$ cat config.mk
export PLATFORM = sky130hd
export DESIGN_NAME = sys_ctrl
export DESIGN_NICKNAME = d
export VERILOG_FILES = /design/src/rtl/sys_ctrl.sv
export SDC_FILE = /design/constraint.sdc
export NUM_CORES = 1
export LEC_CHECK = 0
export BUFFER_PORTS_ARGS = -buffer_cell sky130_fd_sc_hd__buf_2
export CAP_MARGIN = 20
export CELL_PAD_IN_SITES_DETAIL_PLACEMENT = 1
export CELL_PAD_IN_SITES_GLOBAL_PLACEMENT = 1
export CORE_AREA = 2 2 75 77
export CTS_BUF_LIST = sky130_fd_sc_hd__clkbuf_2
export DETAILED_ROUTE_END_ITERATION = 8
export DIE_AREA = 0 0 77 79
export MAX_ROUTING_LAYER = met4
export PLACE_DENSITY = 0.78
export REMOVE_ABC_BUFFERS = 1
export SLEW_MARGIN = 20
export SYNTH_ARGS = -nofsm -noshare
export SYNTH_HDL_FRONTEND = slang
export SYNTH_SLANG_ARGS = --single-unit
$ cat constraint.sdc
create_clock -name clk -period 3.6 [get_ports clk]
set_input_delay 0.36 -clock clk [delete_from_list [all_inputs] [get_ports clk]]
set_output_delay 0.36 -clock clk [all_outputs]
set_load 0.01 [all_outputs]
$ cat src/rtl/sys_ctrl.sv
// sys_ctrl: decodes framed UART command bytes into register-file and ALU strobes,
// then pushes read or ALU response bytes into the TX FIFO.
module sys_ctrl #(
    parameter int DATA_WIDTH = 8,
    parameter int ADDR_WIDTH = 4,
    parameter int FUN_WIDTH  = 4
) (
    input  logic                    clk,
    input  logic                    reset_n,
    input  logic [DATA_WIDTH-1:0]   rx_data_in,
    input  logic                    rx_valid_in,
    input  logic [DATA_WIDTH-1:0]   rf_rd_data_in,
    input  logic                    rf_rd_valid_in,
    input  logic [2*DATA_WIDTH-1:0] alu_out_in,
    input  logic                    alu_valid_in,
    input  logic                    fifo_full_in,
    output logic [ADDR_WIDTH-1:0]   rf_addr_out,
    output logic                    rf_wr_en_out,
    output logic                    rf_rd_en_out,
    output logic [DATA_WIDTH-1:0]   rf_wr_data_out,
    output logic                    alu_en_out,
    output logic [FUN_WIDTH-1:0]    alu_fun_out,
    output logic                    clk_gate_en_out,
    output logic [DATA_WIDTH-1:0]   tx_data_out,
    output logic                    tx_wr_en_out,
    output logic [3:0]              state_dbg
);
    typedef enum logic [3:0] {
        IDLE     = 4'd0,
        WR_ADDR  = 4'd1,
        WR_DATA  = 4'd2,
        RD_ADDR  = 4'd3,
        RD_WAIT  = 4'd4,
        OPA      = 4'd5,
        OPB      = 4'd6,
        ALU_FUN  = 4'd7,
        ALU_WAIT = 4'd8,
        SEND_RD  = 4'd9,
        SEND_LO  = 4'd10,
        SEND_HI  = 4'd11
    } state_t;

    localparam logic [DATA_WIDTH-1:0] OP_WR  = DATA_WIDTH'(8'hAA);
    localparam logic [DATA_WIDTH-1:0] OP_RD  = DATA_WIDTH'(8'hBB);
    localparam logic [DATA_WIDTH-1:0] OP_ALU = DATA_WIDTH'(8'hCC);
    localparam logic [DATA_WIDTH-1:0] OP_NOP = DATA_WIDTH'(8'hDD);

    state_t                  state, state_nxt;
    logic [ADDR_WIDTH-1:0]   addr_reg, addr_nxt;
    logic [DATA_WIDTH-1:0]   rd_reg, rd_nxt;
    logic [2*DATA_WIDTH-1:0] res_reg, res_nxt;
    logic [FUN_WIDTH-1:0]    fun_reg, fun_nxt;

    always_ff @(posedge clk or negedge reset_n) begin
        if (!reset_n) begin
            state    <= IDLE;
            addr_reg <= '0;
            rd_reg   <= '0;
            res_reg  <= '0;
            fun_reg  <= '0;
        end else begin
            state    <= state_nxt;
            addr_reg <= addr_nxt;
            rd_reg   <= rd_nxt;
            res_reg  <= res_nxt;
            fun_reg  <= fun_nxt;
        end
    end

    // Handshakes: a byte is consumed only in a cycle with rx_valid_in=1 in a state that
    // expects one; rf_rd_valid_in/alu_valid_in are accepted only in their wait state;
    // a TX byte is transferred exactly in a cycle with tx_wr_en_out=1 (FIFO not full).
    always_comb begin
        state_nxt       = state;
        addr_nxt        = addr_reg;
        rd_nxt          = rd_reg;
        res_nxt         = res_reg;
        fun_nxt         = fun_reg;
        rf_addr_out     = '0;
        rf_wr_en_out    = 1'b0;
        rf_rd_en_out    = 1'b0;
        rf_wr_data_out  = '0;
        alu_en_out      = 1'b0;
        alu_fun_out     = '0;
        clk_gate_en_out = 1'b0;
        tx_data_out     = '0;
        tx_wr_en_out    = 1'b0;
        case (state)
            IDLE: begin
                if (rx_valid_in) begin
                    if (rx_data_in == OP_WR)       state_nxt = WR_ADDR;
                    else if (rx_data_in == OP_RD)  state_nxt = RD_ADDR;
                    else if (rx_data_in == OP_ALU) state_nxt = OPA;
                    else if (rx_data_in == OP_NOP) state_nxt = ALU_FUN;
                end
            end
            WR_ADDR: begin
                if (rx_valid_in) begin
                    addr_nxt  = rx_data_in[ADDR_WIDTH-1:0];
                    state_nxt = WR_DATA;
                end
            end
            WR_DATA: begin
                if (rx_valid_in) begin
                    rf_wr_en_out   = 1'b1;
                    rf_addr_out    = addr_reg;
                    rf_wr_data_out = rx_data_in;
                    state_nxt      = IDLE;
                end
            end
            RD_ADDR: begin
                if (rx_valid_in) begin
                    rf_rd_en_out = 1'b1;
                    rf_addr_out  = rx_data_in[ADDR_WIDTH-1:0];
                    state_nxt    = RD_WAIT;
                end
            end
            RD_WAIT: begin
                if (rf_rd_valid_in) begin
                    rd_nxt    = rf_rd_data_in;
                    state_nxt = SEND_RD;
                end
            end
            OPA, OPB: begin
                if (rx_valid_in) begin
                    rf_wr_en_out   = 1'b1;
                    rf_addr_out    = (state == OPA) ? ADDR_WIDTH'(0) : ADDR_WIDTH'(1);
                    rf_wr_data_out = rx_data_in;
                    state_nxt      = (state == OPA) ? OPB : ALU_FUN;
                end
            end
            ALU_FUN: begin
                clk_gate_en_out = 1'b1;
                if (rx_valid_in) begin
                    alu_en_out  = 1'b1;
                    alu_fun_out = rx_data_in[FUN_WIDTH-1:0];
                    fun_nxt     = rx_data_in[FUN_WIDTH-1:0];
                    state_nxt   = ALU_WAIT;
                end
            end
            ALU_WAIT: begin
                clk_gate_en_out = 1'b1;
                alu_en_out      = 1'b1;
                alu_fun_out     = fun_reg;
                if (alu_valid_in) begin
                    res_nxt   = alu_out_in;
                    state_nxt = SEND_LO;
                end
            end
            SEND_RD, SEND_LO, SEND_HI: begin
                tx_wr_en_out = !fifo_full_in;
                if (state == SEND_RD)      tx_data_out = rd_reg;
                else if (state == SEND_LO) tx_data_out = res_reg[DATA_WIDTH-1:0];
                else                       tx_data_out = res_reg[2*DATA_WIDTH-1:DATA_WIDTH];
                if (!fifo_full_in) state_nxt = (state == SEND_LO) ? SEND_HI : IDLE;
            end
            default: state_nxt = IDLE;
        endcase
    end

    assign state_dbg = state;
endmodule
==> reports/metrics.csv, run 1 <==
stage,metric,value,unit
worst_setup_path,Crit. End Element,output pin,
sta,WHS,0.0402,ns
final_layout,Fillers,654,
sta,Slew @ Worst Pin,0.967,ns
global_route,grt ovf,0,
drt,DRC Markers,0,
yosys,Synth Register Bits,36,
global_route,Global Route Usage Sum,19.0,%
yosys,Post-Syn Area,2040,um2
die,die area,6080,um2
drt,wire length per cell,16.2,um
global_route,vias in the first global route,1822,
clock_tree,CTS tree,yes,
pwr,combinational share of power,45.8,%
global_route,initial antenna violation count,0,
drt,DRT Wirelength,5290,um
final_layout,layout cell share with drive strength beyond 1,46.7,%
drt,DRT iter0 DRCs,91,
clock_tree,Post-CTS Resized,0,
drt,via count,1687,
yosys,average size of a mapped cell,10.9,um2
die,Die Y,79,um
yosys,synth warn,0,
die,IO Pins,71,
pwr,Psw,0.732,mW
pwr,worst vdd ir,0.000366,V
pwr,clock power share,10.2,%
sta,unrepaired setup endpoints after global routing,false,
run_status,run status,"finished, final reports clean",
sta,final hold vios,0,
sta,Slew HR,35.6,%
clock_tree,CTS Hold Bufs,0,
clock_tree,CTS Sinks,36,
clock_tree,Clock Pin Slew Worst Setup and Hold Paths,0.18,ns
placement,dpl cell area,2430,um2
pwr,switching share of total power,40.0,%
clock_tree,Worst-Skew Late Latency,0.39,ns
worst_setup_path,Critical Path RT,3.24,ns
final_layout,ANT cells,0,
pwr,Seq pwr share,43.9,%
pwr,PD cells,743,nW/um2
final_layout,fin util,46.2,%
drt,drt first pass iters,4,
drt,Routed Antenna Nets,0,
sta,Tmin final,2.76,ns
worst_setup_path,maximum fanout along the worst path,23,
die,die span in x,77,um
pwr,Leakage,1.22,nW
clock_tree,setup bufs post-CTS,0,
final_layout,design area,2460,um2
yosys,sequential-to-total area share from yosys stat,44.2,%
pwr,Cell Int Power,1.10,mW
sta,clock skew,0.00526,ns
hold_path,worst hold path type,input port to asynchronous set/reset pin,
global_route,global-route wire length before repair,8850,um
sta,final setup fails,0,
flow_run,max-cap viol count,0,
yosys,Mapped Cells,187,
final_layout,max reg flops,16,
sta,final worst-path cycle share,76.7,%
worst_setup_path,Setup CP Type,flip-flop to output pin,
clock_tree,clock tree buffer depth,2,
sta,"Slew Viols, Final",0,
worst_setup_path,CP startpoint kind,flip-flop,
worst_setup_path,WP data arrival,2.40,ns
clock_tree,Clock Tree Root,clkbuf_2,
drt,DR vias/cell,5.16,
yosys,Unique masters post-synth,41,
die,core box area,5340,um2
final_layout,Synth-to-Final Area Change,20.9,%
sta,Peak Freq,362,MHz
placement,Post-DP HPWL,3990,um
placement,IO buf count,70,
global_route,pin count of the biggest net entering global routing,37,
clock_tree,cts bufs inserted,5,
placement,gpl congestion,0.756,
die,Initial Util,38.2,%
sta,final setup TNS,0,ns
die,row count,27,
clock_tree,H-tree levels,2,
final_layout,Final nets,292,
worst paths after layout:
| kind | start | end | slack, ns | cells past startpoint |
|---|---|---|---|---|
| min in group clk | rf_rd_data_in[2] | rd_reg[2]$_DFFE_PN0P_ | 0.18 | 2 |
| worst max-delay path | state_dbg[1]$_DFFE_PN0P_ | rf_wr_data_out[0] | 0.84 | 5 |
| worst max register to register | state_dbg[0]$_DFFE_PN0P_ | addr_reg[0]$_DFFE_PN0P_ | 1.22 | 3 |
| worst min register to register | addr_reg[3]$_DFFE_PN0P_ | addr_reg[3]$_DFFE_PN0P_ | 0.53 | 1 |
| max in group asynchronous | reset_n | res_reg[1]$_DFFE_PN0P_ | 3.05 | 1 |
| worst min-delay path | reset_n | fun_reg[2]$_DFFE_PN0P_ | 0.04 | 1 |
synthesized netlist by cell type:
| cell type | count | area [um2] |
|---|---|---|
| dfrtp_1 | 36 | 901 |
| mux2_2 | 32 | 360 |
| nor2_1 | 24 | 90.1 |
| a21oi_1 | 11 | 55.1 |
| mux2i_1 | 11 | 110 |
| and2_1 | 9 | 56.3 |
| buf_2 | 6 | 30.0 |
| nor2b_1 | 6 | 37.5 |
| a22o_1 | 4 | 35.0 |
| nand2_1 | 4 | 15.0 |
| nand2b_1 | 4 | 25.0 |
| clkbuf_1 | 3 | 11.3 |
| nor3_1 | 3 | 15.0 |
| a31oi_1 | 2 | 12.5 |
| and3_1 | 2 | 12.5 |
| and4bb_2 | 2 | 25.0 |
| nand3_1 | 2 | 10.0 |
| o21ai_0 | 2 | 10.0 |
| xnor2_1 | 2 | 17.5 |
| a211oi_1 | 1 | 7.51 |
| a211oi_2 | 1 | 12.5 |
| a21o_1 | 1 | 7.51 |
| a221oi_4 | 1 | 26.3 |
| a2bb2oi_1 | 1 | 8.76 |
| a311o_1 | 1 | 10.0 |
| and2_0 | 1 | 6.26 |
| buf_4 | 1 | 7.51 |
| buf_6 | 1 | 11.3 |
| inv_1 | 1 | 3.75 |
| nand2b_2 | 1 | 8.76 |
| nand4_1 | 1 | 6.26 |
| nor3_4 | 1 | 16.3 |
| nor4_1 | 1 | 6.26 |
| o2111a_1 | 1 | 11.3 |
| o2111ai_1 | 1 | 8.76 |
| o21ba_2 | 1 | 10.0 |
| o22ai_1 | 1 | 6.26 |
| o31a_1 | 1 | 8.76 |
| or2_2 | 1 | 6.26 |
| or3b_4 | 1 | 11.3 |
| or4_1 | 1 | 7.51 |
stage by stage:
stage | total power [mW] | setup WS, ns | cells
after global routing | 1.98 | 0.596 | 327
after floorplan | 1.37 | 1.30 | 176
after CTS | 1.86 | 0.794 | 327
final | 1.83 | 0.839 | 327
after detailed placement | 1.67 | 1.22 | 319
after global placement | 1.62 | 1.24 | 319
power groups by stage:
| stage | sequential [mW] | combinational [mW] | clock [mW] |
|---|---|---|---|
| after floorplan | 0.763 | 0.607 | 0 |
| final | 0.805 | 0.840 | 0.187 |
| after global placement | 0.800 | 0.819 | 0 |
| after detailed placement | 0.821 | 0.850 | 0 |
| after global routing | 0.842 | 0.931 | 0.206 |
| after CTS | 0.809 | 0.854 | 0.192 |
cell type report:
cell class | instances | area (um2) | area share [%]
Multi-Input combinational cell | 139 | 1070 | 43.6
Tap cell | 72 | 90.1 | 3.65
Clock inverter | 1 | 3.75 | 0.152
Clock buffer | 7 | 35.0 | 1.42
Timing Repair Buffer | 71 | 358 | 14.5
Inverter | 1 | 3.75 | 0.152
Sequential cell | 36 | 901 | 36.5
cells in the final DEF, fill, tap and decap left out, drive strengths merged, types with 2 or more instances in the layout:
cell type / instances
a21oi: 11
mux2i: 11
nor2: 24
o21ai: 2
nand2b: 5
nor2b: 6
and2: 10
xnor2: 2
dfrtp: 36
a22o: 4
a211oi: 2
buf: 71
clkbuf: 7
nand3: 2
and3: 2
nor3: 4
nand2: 4
and4bb: 2
a31oi: 2
mux2: 32
cell families after synthesis:
kind of cell | count (synthesis) | synth area share [%]
buf+inv | 12 | 3.13
flops | 36 | 44.2
xor+xnor | 2 | 0.860
mux | 43 | 23.1
simple gates | 64 | 17.4
compound gates | 30 | 11.3
layer usage:
metal	global-route usage [%]	up-vias	part of all wire, %
met3	3.98	5	5.6
met4	4.82	0	1.2
met2	33.7	59	50
met1	22.2	818	43
met5	-	-	0
li1	-	805	-
worst max-delay path, stage by stage, from the launching register on:
cell     delay [ns]
dfrtp_1        1.01
nor2b_1        0.27
a21oi_1        0.07
nor2_1         0.35
and2_1         0.18
buf_2          0.12
No activity file was read; power rests on OpenSTA's default activity.
==> inputs of run 2 (changes only) <==
Settings changed: CORE_AREA 2 2 75 77 to 2 2 76 78, DIE_AREA 0 0 77 79 to 0 0 78 80, PLACE_DENSITY 0.78 to 0.76.
Clock period 3.6 ns to 2.8 ns, I/O delays scaled along.
==> run 2 against run 1 <==
Worst hold slack gained 0.050 ns; non-clock buffer count up 3; clock power increased by 79%; cell count rose by 0.92%; total power is 34% higher; largest cell class unchanged; critical endpoint is now alu_fun_out[2]; routed wire length decreased by 1.6%; flip-flop and latch count stayed put; sequential power increased by 24%; clock-buffer cell count is 1 lower.
==> reports/metrics.csv, run 2 (synthesized netlist as in run 1, its figures left out) <==
stage,metric,value,unit,change
worst_setup_path,R2R setup slack,0.57,ns,was 1.22 ns
sta,WHS,0.0898,ns,was 0.0402 ns
die,Initial Util,37.7,%,was 38.2%
final_layout,"commonest non-fill, non-tap cell in the layout",buf_2,,unchanged
pwr,clock power share,13.6,%,was 10.2%
sta,clock skew,0.0148,ns,was 0.00526 ns
pwr,Overall Power,2.46,mW,was 1.83 mW
clock_tree,H-tree levels,2,,unchanged
final_layout,ANT cells,0,,unchanged
worst_setup_path,Crit. End Element,output pin,,unchanged
sta,final worst-path cycle share,87.3,%,
placement,IO buf count,70,,unchanged
final_layout,Final nets,295,,was 292
global_route,grt ovf,0,,unchanged
die,core box area,5410,um2,was 5340 um2
drt,drt first pass iters,4,,unchanged
sta,unrepaired setup endpoints after global routing,false,,unchanged
clock_tree,CTS tree,yes,,unchanged
pwr,Seq pwr share,40.8,%,was 43.9%
clock_tree,Clock Pin Slew Worst Setup and Hold Paths,0.19,ns,was 0.18 ns
sta,Slew @ Worst Pin,0.832,ns,was 0.967 ns
final_layout,Fillers,656,,was 654
final_layout,most frequent cells in the layout,"buf_2, dfrtp_1, mux2_2",,unchanged
drt,wire length per cell,15.8,um,was 16.2 um
die,die area,6240,um2,was 6080 um2
worst_setup_path,Setup CP Type,flip-flop to output pin,,unchanged
pwr,combinational share of power,45.6,%,was 45.8%
placement,gpl congestion,0.777,,was 0.756
clock_tree,clock tree buffer depth,2,,unchanged
die,IO Pins,71,,unchanged
die,die span in x,78,um,was 77 um
drt,DRC Markers,0,,unchanged
drt,via count,1693,,"was 1,687"
sta,"Slew Viols, Final",0,,unchanged
pwr,PD cells,978,nW/um2,was 743 nW/um2
drt,Routed Antenna Nets,0,,unchanged
drt,DRT Wirelength,5210,um,was 5290 um
worst_setup_path,Critical Path RT,2.52,ns,was 3.24 ns
sta,final hold vios,0,,unchanged
die,row count,27,,unchanged
worst_setup_path,maximum fanout along the worst path,18,,was 23
final_layout,Final Non-Filler Cells,330,,was 327
global_route,global-route wire length before repair,8630,um,was 8850 um
pwr,Cell Int Power,1.52,mW,was 1.10 mW
sta,Slew HR,44.5,%,was 35.6%
hold_path,worst hold path type,input port to flip-flop,,was input port to asynchronous set/reset pin
pwr,switching share of total power,38.4,%,was 40.0%
placement,Inst Count DP,321,,was 319
clock_tree,setup bufs post-CTS,0,,unchanged
worst_setup_path,CP startpoint kind,flip-flop,,unchanged
global_route,initial antenna violation count,0,,unchanged
pwr,Leakage,1.25,nW,was 1.22 nW
clock_tree,CTS Hold Bufs,1,,was 0
clock_tree,Post-CTS Resized,0,,unchanged
final_layout,Synth-to-Final Area Change,23.4,%,was 20.9%
final_layout,max reg flops,16,,unchanged
pwr,worst vdd ir,0.000436,V,was 0.000366 V
global_route,pin count of the biggest net entering global routing,37,,unchanged
clock_tree,Clock Tree Root,clkbuf_2,,unchanged
clock_tree,cts bufs inserted,5,,unchanged
sta,final setup fails,0,,unchanged
placement,Post-DP HPWL,3870,um,was 3990 um
sta,Peak Freq,409,MHz,
sta,Tmin final,2.44,ns,
global_route,Global Route Usage Sum,18.3,%,was 19.0%
flow_run,max-cap viol count,0,,unchanged
clock_tree,CTS Sinks,36,,unchanged
drt,DR vias/cell,5.13,,was 5.16
clock_tree,Worst-Skew Late Latency,0.40,ns,was 0.39 ns
die,Die Y,80,um,was 79 um
sta,final setup TNS,0,ns,unchanged
run_status,run status,"finished, final reports clean",,unchanged
final_layout,layout cell share with drive strength beyond 1,47.3,%,was 46.7%
global_route,vias in the first global route,1819,,"was 1,822"
pwr,Psw,0.944,mW,was 0.732 mW
worst_setup_path,WP data arrival,2.16,ns,was 2.40 ns
drt,DRT iter0 DRCs,54,,was 91
-- run 2: changes by cell type in the layout (fill, tap and decap cells not counted) --
| cell | delta |
|---|---|
| clkinv_2 | +1 |
| clkinv_1 | -1 |
| buf_4 | +2 |
| clkbuf_2 | -1 |
| dlygate4sd3_1 | +1 |
| bufinv_16 | +1 |
-- run 2: layout make-up --
cell class	instances	area, um2	share of cell area [%]
Multi-Input combinational cell	139	1070	42.7
Sequential cell	36	901	35.8
Timing Repair Buffer	74	383	15.2
Tap cell	72	90.1	3.58
Clock inverter	2	35.0	1.39
Clock buffer	6	30.0	1.19
Inverter	1	3.75	0.149
-- run 2: through the flow --
| stage | cell area [um2] | setup slack (ns) | util [%] |
|---|---|---|---|
| final | 2520 | 0.355 | 46.6 |
| after CTS | 2520 | 0.316 | 46.6 |
| after global routing | 2520 | 0.155 | 46.6 |
| after detailed placement | 2440 | 0.580 | 45.2 |
| after global placement | 2440 | 0.612 | 45.2 |
| after floorplan | 1980 | 0.583 | - |
-- run 2: worst max-delay path, cell delays in order (launching register included) --
cell and delay [ns]:
dfrtp_1 0.83, and3_1 0.33, and2_0 0.30, a22o_1 0.18, buf_2 0.13
-- run 2: worst paths after layout --
kind / startpoint / endpoint / cells after the start
max in group asynchronous: reset_n / res_reg[13]$_DFFE_PN0P_ / 2
worst min-delay path: alu_out_in[3] / res_reg[3]$_DFFE_PN0P_ / 2
worst max register to register: state_dbg[2]$_DFFE_PN0P_ / res_reg[13]$_DFFE_PN0P_ / 4
min in group asynchronous: reset_n / addr_reg[3]$_DFFE_PN0P_ / 2
worst max-delay path: state_dbg[0]$_DFFE_PN0P_ / alu_fun_out[2] / 4
worst min register to register: addr_reg[1]$_DFFE_PN0P_ / addr_reg[1]$_DFFE_PN0P_ / 1
-- run 2: power groups by stage --
| stage | clock (mW) | sequential [mW] | combinational, mW |
|---|---|---|---|
| floorplan | 0 | 0.981 | 0.781 |
| global placement | 0 | 0.999 | 1.10 |
| detailed placement | 0 | 1.02 | 1.13 |
| CTS | 0.350 | 1.01 | 1.14 |
| global route | 0.372 | 1.05 | 1.24 |
| finish | 0.334 | 1.00 | 1.12 |
-- run 2: layer usage --
layer  share of wire, %  track usage [%]
met1                 43             20.7
met2                 50             32.3
met3                6.2             4.30
met4                1.1             5.26
met5                  0                -
